$ cat config.mk
export PLATFORM = sky130hd
export DESIGN_NAME = volt_code_gen
export DESIGN_NICKNAME = d
export VERILOG_FILES = /design/src/rtl/volt_code_gen.sv
export SDC_FILE = /design/constraint.sdc
export NUM_CORES = 1
export LEC_CHECK = 0
export BUFFER_PORTS_ARGS = -buffer_cell sky130_fd_sc_hd__buf_2
export CAP_MARGIN = 20
export CORE_MARGIN = 4
export CORE_UTILIZATION = 61
export CTS_CLUSTER_SIZE = 10
export DETAILED_ROUTE_END_ITERATION = 7
export PLACE_DENSITY = 0.8
export SYNTH_ARGS = -nofsm -noshare
export SYNTH_HDL_FRONTEND = slang
export SYNTH_SLANG_ARGS = --single-unit
$ cat constraint.sdc
create_clock -name clk -period 9.6 [get_ports clk]
set_clock_uncertainty 0.05 [all_clocks]
set_input_delay 0.48 -clock clk [delete_from_list [all_inputs] [get_ports clk]]
set_output_delay 0.48 -clock clk [all_outputs]
set_load 0.03 [all_outputs]
$ cat src/rtl/volt_code_gen.sv
// Signed BCD voltage (0.1 mV units) to 16-bit two's-complement converter code.
// Define VOLT_CODE_ROUND_EN to round half up in the gain multiply; the default build truncates.
module volt_code_gen #(
  parameter int unsigned SCALE_K = 42950
) (
  input  logic        clk,
  input  logic        ad_reset,
  input  logic        in_valid,
  output logic        in_ready,
  input  logic [7:0]  in_sig,
  input  logic [19:0] in_dec,
  output logic        out_valid,
  input  logic        out_ready,
  output logic [15:0] out_code,
  output logic        out_sat,
  output logic        out_err
);

  typedef enum logic [2:0] {IDLE, CONV, MUL, SIGN, DONE} state_t;

  localparam logic [7:0] SIG_POS = 8'd43;
  localparam logic [7:0] SIG_NEG = 8'd45;

`ifdef VOLT_CODE_ROUND_EN
  localparam logic [32:0] RND = 33'd32768;
`else
  localparam logic [32:0] RND = 33'd0;
`endif

  state_t      state_q, state_d;
  logic [2:0]  cnt_q, cnt_d;
  logic        neg_q, neg_d;
  logic [19:0] dec_q, dec_d;
  logic [16:0] acc_q, acc_d;
  logic        err_q, err_d;
  logic [16:0] mag_q, mag_d;
  logic [15:0] code_q, code_d;
  logic        sat_q, sat_d;
  logic        oerr_q, oerr_d;

  logic [3:0]  digit;
  logic [32:0] prod;

  assign digit = dec_q[19:16];
  assign prod  = 33'(acc_q) * 33'(SCALE_K) + RND;

  always_comb begin
    state_d = state_q;
    cnt_d   = cnt_q;
    neg_d   = neg_q;
    dec_d   = dec_q;
    acc_d   = acc_q;
    err_d   = err_q;
    mag_d   = mag_q;
    code_d  = code_q;
    sat_d   = sat_q;
    oerr_d  = oerr_q;
    case (state_q)
      IDLE: if (in_valid) begin
        state_d = CONV;
        cnt_d   = 3'd0;
        neg_d   = (in_sig == SIG_NEG);
        dec_d   = in_dec;
        acc_d   = 17'd0;
        err_d   = (in_sig != SIG_POS) && (in_sig != SIG_NEG);
      end
      CONV: begin
        // Bad digits still accumulate so latency never depends on the input.
        acc_d = 17'(acc_q * 17'd10 + 17'(digit));
        err_d = err_q | (digit > 4'd9);
        dec_d = {dec_q[15:0], 4'h0};
        cnt_d = cnt_q + 3'd1;
        if (cnt_q == 3'd4) state_d = MUL;
      end
      MUL: begin
        mag_d   = prod[32:16];
        state_d = SIGN;
      end
      SIGN: begin
        state_d = DONE;
        oerr_d  = err_q;
        sat_d   = 1'b0;
        if (err_q)                          code_d = 16'h0000;
        else if (!neg_q && mag_q > 17'd32767) begin
          code_d = 16'h7FFF;
          sat_d  = 1'b1;
        end
        else if (neg_q && mag_q >= 17'd32768) code_d = 16'h8000;
        else if (neg_q)                     code_d = 16'h0000 - mag_q[15:0];
        else                                code_d = mag_q[15:0];
      end
      DONE: if (out_ready) state_d = IDLE;
      default: state_d = IDLE;
    endcase
  end

  always_ff @(posedge clk) begin
    if (ad_reset) begin
      state_q <= IDLE;
      cnt_q   <= 3'd0;
      neg_q   <= 1'b0;
      dec_q   <= 20'd0;
      acc_q   <= 17'd0;
      err_q   <= 1'b0;
      mag_q   <= 17'd0;
      code_q  <= 16'h0000;
      sat_q   <= 1'b0;
      oerr_q  <= 1'b0;
    end else begin
      state_q <= state_d;
      cnt_q   <= cnt_d;
      neg_q   <= neg_d;
      dec_q   <= dec_d;
      acc_q   <= acc_d;
      err_q   <= err_d;
      mag_q   <= mag_d;
      code_q  <= code_d;
      sat_q   <= sat_d;
      oerr_q  <= oerr_d;
    end
  end

  assign in_ready  = (state_q == IDLE);
  assign out_valid = (state_q == DONE);
  assign out_code  = code_q;
  assign out_sat   = sat_q;
  assign out_err   = oerr_q;

endmodule
Yosys cells after proc, flatten, opt, wreduce, memory -nomap -nowiden
Cells that the tools add are included.
{ "classes": {"n_bitwise": 1, "n_reduce_logical": 9, "mul": 2, "eq_ne": 11, "mux": 18, "magnitude_cmp": 3, "n_addsub": 3} }
{ "op_table": {"columns": ["cell", "count"], "rows": [
  ["2-to-1 mux 16 bit", 4],
  ["one-hot mux 20 bit (2 select lines)", 1],
  ["one-hot mux 17 bit (2 select lines)", 1],
  ["multiplier 17 x 15 -> 32 bit, second input constant", 1],
  ["2-to-1 mux 20 bit", 1],
  ["adder 17 x 4 -> 17 bit", 1],
  [">= comparator 17 x 16 -> 1 bit, second input constant", 1],
  ["greater-than comparator 17 x 15 -> 1 bit, second input constant", 1],
  ["multiplier 17 x 3 -> 16 bit, second input constant", 1],
  ["2-to-1 mux 17 bit", 1],
  ["!= test 8 x 6 -> 1 bit, second input constant", 2],
  ["subtractor 1 x 16 -> 16 bit, first input constant", 1],
  ["one-hot mux 3 bit (5 select lines)", 1],
  ["2-to-1 mux 3 bit", 4],
  ["equality test 8 x 6 -> 1 bit, second input constant", 1],
  ["equality test 3 x 2 -> 1 bit, second input constant", 2],
  ["equality test 3 bit, second input constant", 2],
  ["one-hot mux 3 bit (2 select lines)", 1],
  ["greater-than comparator 4 bit, second input constant", 1],
  ["!= test 2 bit, second input constant", 2],
  ["AND reduction 2 bit", 2],
  ["adder 3 x 1 -> 3 bit, second input constant", 1],
  ["equality test 3 x 1 -> 1 bit, second input constant", 1],
  ["logical AND 1 bit", 3],
  ["8 further kinds", 10]
]} }
{ "totals": {"inputBits": 32, "regBits": 80, "output_inout_bits": 20, "elab_cells": 57} }

Depth between registers and ports, before layout
{ "logic_depth": {"ltp_word": 5, "mapped_depth": 21, "depth_no_buf": 21} }

Worst setup path before layout
No wires, ideal clock.
{ "synth_timing": {"path_kind": "flip-flop to flip-flop", "start": "register acc_q[1]", "end": "register mag_q[8]", "period_less_slack_ns": 5.566, "setup_time_ns": 0.122, "path_slack_ns": 4.034, "arrival_time_ns": 5.394, "required_time_ns": 9.428, "path_buffers": 0, "stages_incl_launch_ff": 22, "cell_sequence": "dfxtp_1 inv_1 fa_1 inv_1 ha_1 fa_1 inv_1 fa_1 inv_1 fa_1 inv_1 fa_1 inv_1 ha_1 o21ai_0 o221ai_2 a21oi_4 a21oi_2 or3_4 a211oi_2 nor4_1 a311o_1"} }
{ "synth_between": {"elab_chain_cells": 1} }
{ "synth_rtl": {"columns": ["element", "line", "text"], "rows": [
  ["from (decl)", "34", "logic [16:0] acc_q, acc_d;"],
  ["from (signal assigned)", "103", "acc_q <= 17'd0;"],
  ["from (signal assigned)", "114", "acc_q <= acc_d;"],
  ["multiplier 17 x 15 -> 32 bit", "45", "assign prod = 33'(acc_q) * 33'(SCALE_K) + RND;"],
  ["to (signal assigned)", "116", "mag_q <= mag_d;"],
  ["to (decl)", "36", "logic [16:0] mag_q, mag_d;"]
]} }
Every way passes these cells.
A chain may end at the register's enable or synchronous reset.

Worst setup path in the final report
{ "layout_timing": {"start": "register acc_q[1]", "end": "register mag_q[14]"} }
The elaborated chain is that of the path after synthesis.

==> impl_metrics.csv <==
group,metric,value,unit
run_status,status,"finished clean",
logic_synthesis,synth-xor-area-share,3.85,%
logic_synthesis,yosysUniqueCellTypes,75,
worst_setup_path,path_class,"register to register",
route,routed_wl,19.6,mm
logic_synthesis,ys_ff_latch,80,
logic_synthesis,yosys.area_share.adder,43.0,%
sta,slew_headroom,33.6,%
logic_synthesis,synthMuxAreaShare,0.344,%
floorplanning,die-area,0.0169,mm^2
finish,area_growth_syn_to_layout,8.41,%
logic_synthesis,ys_warn_count,0,
grt,grt_pass1_vias,7114,
finish,antenna_cells,0,
clock_tree,tritoncts,"built",
logic_synthesis,synth_edf_count,0,
grt,antenna_found_initial,0,
floorplanning,die_h,130,um
sta,finalCriticalPeriod,6.09,ns
placed_design,io_buffers,51,
logic_synthesis,syn_area,0.00909,mm^2
route,drc,0,
floorplanning,core_region_area,0.0146,mm^2
finish,drive_above_1_share,9.30,%
placed_design,dp_slack,3.54,ns
sta,setup_tns,0,ns
sta,timing.fmax,164,MHz
clock_tree,cts_htree_levels,3,
logic_synthesis,synth_top_family_by_area,"adder cells",
placed_design,place_hpwl,15.3,mm
worst_setup_path,worst_setup_path_start_kind,"register",
finish,nets,1316,
floorplanning,die_w,130,um
placed_design,routabilityCongestion,0.891,
hold_path,hp-class,"primary input to register",
clock_tree,cts_root_buffer,"clkbuf_16",
logic_synthesis,ys_async_sr_fraction,0,%
logic_synthesis,yosysTopAreaCell,"ha_1",
sta,final_max_slew_viol_count,0,
worst_setup_path,path_max_fanout,11,
route,ant_nets,0,
power,p_leak,5.27,nW
grt,grt-ovfl-total,0,
clock_tree,cts_resized,0,
worst_setup_path,cp_data_arrival_time,6.27,ns
power,ir_drop,0.0781,mV
clock_tree,cts_buffers,9,
sta,setup_viol,0,
finish,final_util,67.6,%
clock_tree,cts_hold_buf,0,
logic_synthesis,yosysSeqAreaShare,17.6,%
grt,grt_pass1_wl,33.6,mm
floorplanning,start_util,62.3,%
worst_setup_path,cpPeakStageDelay,0.63,ns
worst_setup_path,crit_path_end_kind,"register",
clock_tree,clk_pin_slew_worst_paths,0.06,ns
floorplanning,rows,44,
sta,tightest_slew,0.994,ns
sta,worst_slack,3.51,ns
route,viasPerCell,5.92,
worst_setup_path,crit_path_frequent_cell,"inv_1",
sta,rsz0062_at_grt,"false",
clock_tree,clk_path_buf_depth,2,
worst_setup_path,worstPathRequired,9.78,ns
clock_tree,cts_setup_buffers,0,
clock_tree,numClockSinks,80,
logic_synthesis,synthTopCellsByArea,"ha_1 (22%), fa_1 (21%), dfxtp_1 (18%)",
route,first_iter_violations,520,
flow_run,cap_violations,0,
logic_synthesis,synth-compound-area-share,15.4,%
route,vias,7200,
logic_synthesis,postSynthCellCount,985,
grt,grt_util_all_layers,24.6,%
clock_tree,clk_latency,0.35,ns
sta,final-hold-violation-count,0,
logic_synthesis,ys.flop_type,"dfxtp_1",
worst_setup_path,cp_cell_sequence,"inv_1 -> fa_1 -> inv_1 -> ha_1 -> fa_1 -> inv_1 -> fa_1 -> inv_1 -> fa_1 -> inv_1 -> fa_1 -> inv_1 -> ha_1 -> o21ai_0 -> o221ai_2 -> a21oi_4 -> a21oi_2 -> o311ai_4 -> a21oi_1 -> or3_1 -> a32o_1",
grt,grt_start_max_net_pins,70,
logic_synthesis,synthesis.nets,1273,
floorplanning,num_io_pins,52,
logic_synthesis,yosysTopAreaCellShare,22.3,%
worst_setup_path,cp_slowest_cell,"dfxtp_1",
route,routedWlPerCell,16.1,um
logic_synthesis,syn_area_per_cell,9.23,um^2
logic_synthesis,synth_simple_gate_area_share,13.4,%
sta,fin_crit_sh,63.4,%
route,first_pass_iters,6,
power,p_per_area,93.0,mW/mm^2
synthesized netlist by cell type (5+ instances only):
| library cell | number |
|---|---|
| nand2b_1 | 7 |
| xor2_1 | 15 |
| a21o_1 | 14 |
| a31oi_1 | 15 |
| dfxtp_1 | 80 |
| nor3_1 | 13 |
| a211oi_1 | 5 |
| nor4_1 | 5 |
| nand2_1 | 102 |
| a22oi_1 | 21 |
| nand4_1 | 13 |
| fa_1 | 94 |
| nor2b_1 | 11 |
| nand3_1 | 27 |
| inv_1 | 122 |
| nor3b_1 | 5 |
| nor2_1 | 35 |
| o21ai_0 | 27 |
| ha_1 | 162 |
| or3_1 | 5 |
| clkbuf_1 | 23 |
| xnor2_1 | 25 |
| o21ai_1 | 7 |
| a21oi_1 | 74 |
cell type report:
| cell class | count | area, um^2 |
|---|---|---|
| well taps | 184 | 230 |
| clock inverters | 3 | 90.1 |
| flip-flops and latches | 80 | 1600 |
| repair buffers | 59 | 315 |
| clock buffers | 12 | 246 |
| fillers | 1163 | 4730 |
| inverters | 123 | 462 |
| multi-input cells | 755 | 6910 |
critical path: cells and delay by family (launching register included):
kind	cells	cell delay, ns
fa+ha+maj	7	3.11
compound gates	7	1.45
flops	1	0.63
buf+inv	6	0.40
simple gates	1	0.35
stage by stage:
stage          power, W  instance area, um^2  hold WS (ns)  instances
2_1_floorplan  0.000482                 9090         0.382        985
3_5_place_dp   0.000525                 9510         0.397       1200
6_report       0.000917                 9860         0.326       1216
5_1_grt        0.000962                 9860         0.327       1216
3_3_place_gp   0.000518                 9510         0.391       1200
4_1_cts        0.000920                 9850         0.327       1215
cells by family (layout without fill, tap and decap cells):
logic type | count (synthesis) | in the layout
mux | 3 | 3
fa+ha+maj | 256 | 256
compound gates | 207 | 207
buf+inv | 150 | 197
flops | 80 | 80
xor+xnor | 40 | 40
simple gates | 249 | 249
cell usage in the layout, fill, tap and decap left out, types with 3 or more instances in the layout:
cell type and instances:
ha_1 162, inv_1 122, nand2_1 102, fa_1 94, dfxtp_1 80, a21oi_1 74
buf_2 51, nor2_1 35, nand3_1 27, o21ai_0 27, xnor2_1 25, a22oi_1 21
xor2_1 15, a31oi_1 15, a21o_1 14, nor3_1 13, nand4_1 13, nor2b_1 10
clkbuf_16 9, buf_4 8, nand2b_1 7, o21ai_1 7, nor3b_1 5, a211oi_1 5
or3_1 5, nor4_1 5, o211ai_1 4, and2_1 4, and3_1 4, o31ai_1 4
nand3b_1 3, a221o_1 3, nor4b_1 3, bufinv_16 3
flip-flops by register name (all words and copies together), names as in the netlist:
name,flops
cnt_q,3
out_code,16
acc_q,17
neg_q,1
dec_q,20
out_err,1
err_q,1
out_sat,1
state_q,3
mag_q,17
metal layers:
layer | vias up | part of all wire, % | track usage [%]
met5 | - | 0 | 0
met4 | 0 | 2.2 | 8.31
met3 | 27 | 4.0 | 3.40
met2 | 141 | 48 | 39.3
met1 | 3533 | 46 | 34.7
li1 | 3499 | - | -
report_power, final:
part / internal (W) / switching, W
logic: 0.0000659 / 0.000101
registers: 0.000341 / 0.0000115
clock network: 0.000260 / 0.000137
total: 0.000667 / 0.000250
worst paths after layout:
| kind | slack (ns) | endpoint | startpoint | cells past startpoint |
|---|---|---|---|---|
| min reg2reg | 0.40 | acc_q[0] | dec_q[16] | 2 |
| max reg2reg | 3.51 | mag_q[14] | acc_q[1] | 21 |
| max | 3.51 | mag_q[14] | acc_q[1] | 21 |
| min | 0.33 | dec_q[2] | in_dec[2] | 3 |
Power figures use the tool's default switching activity.
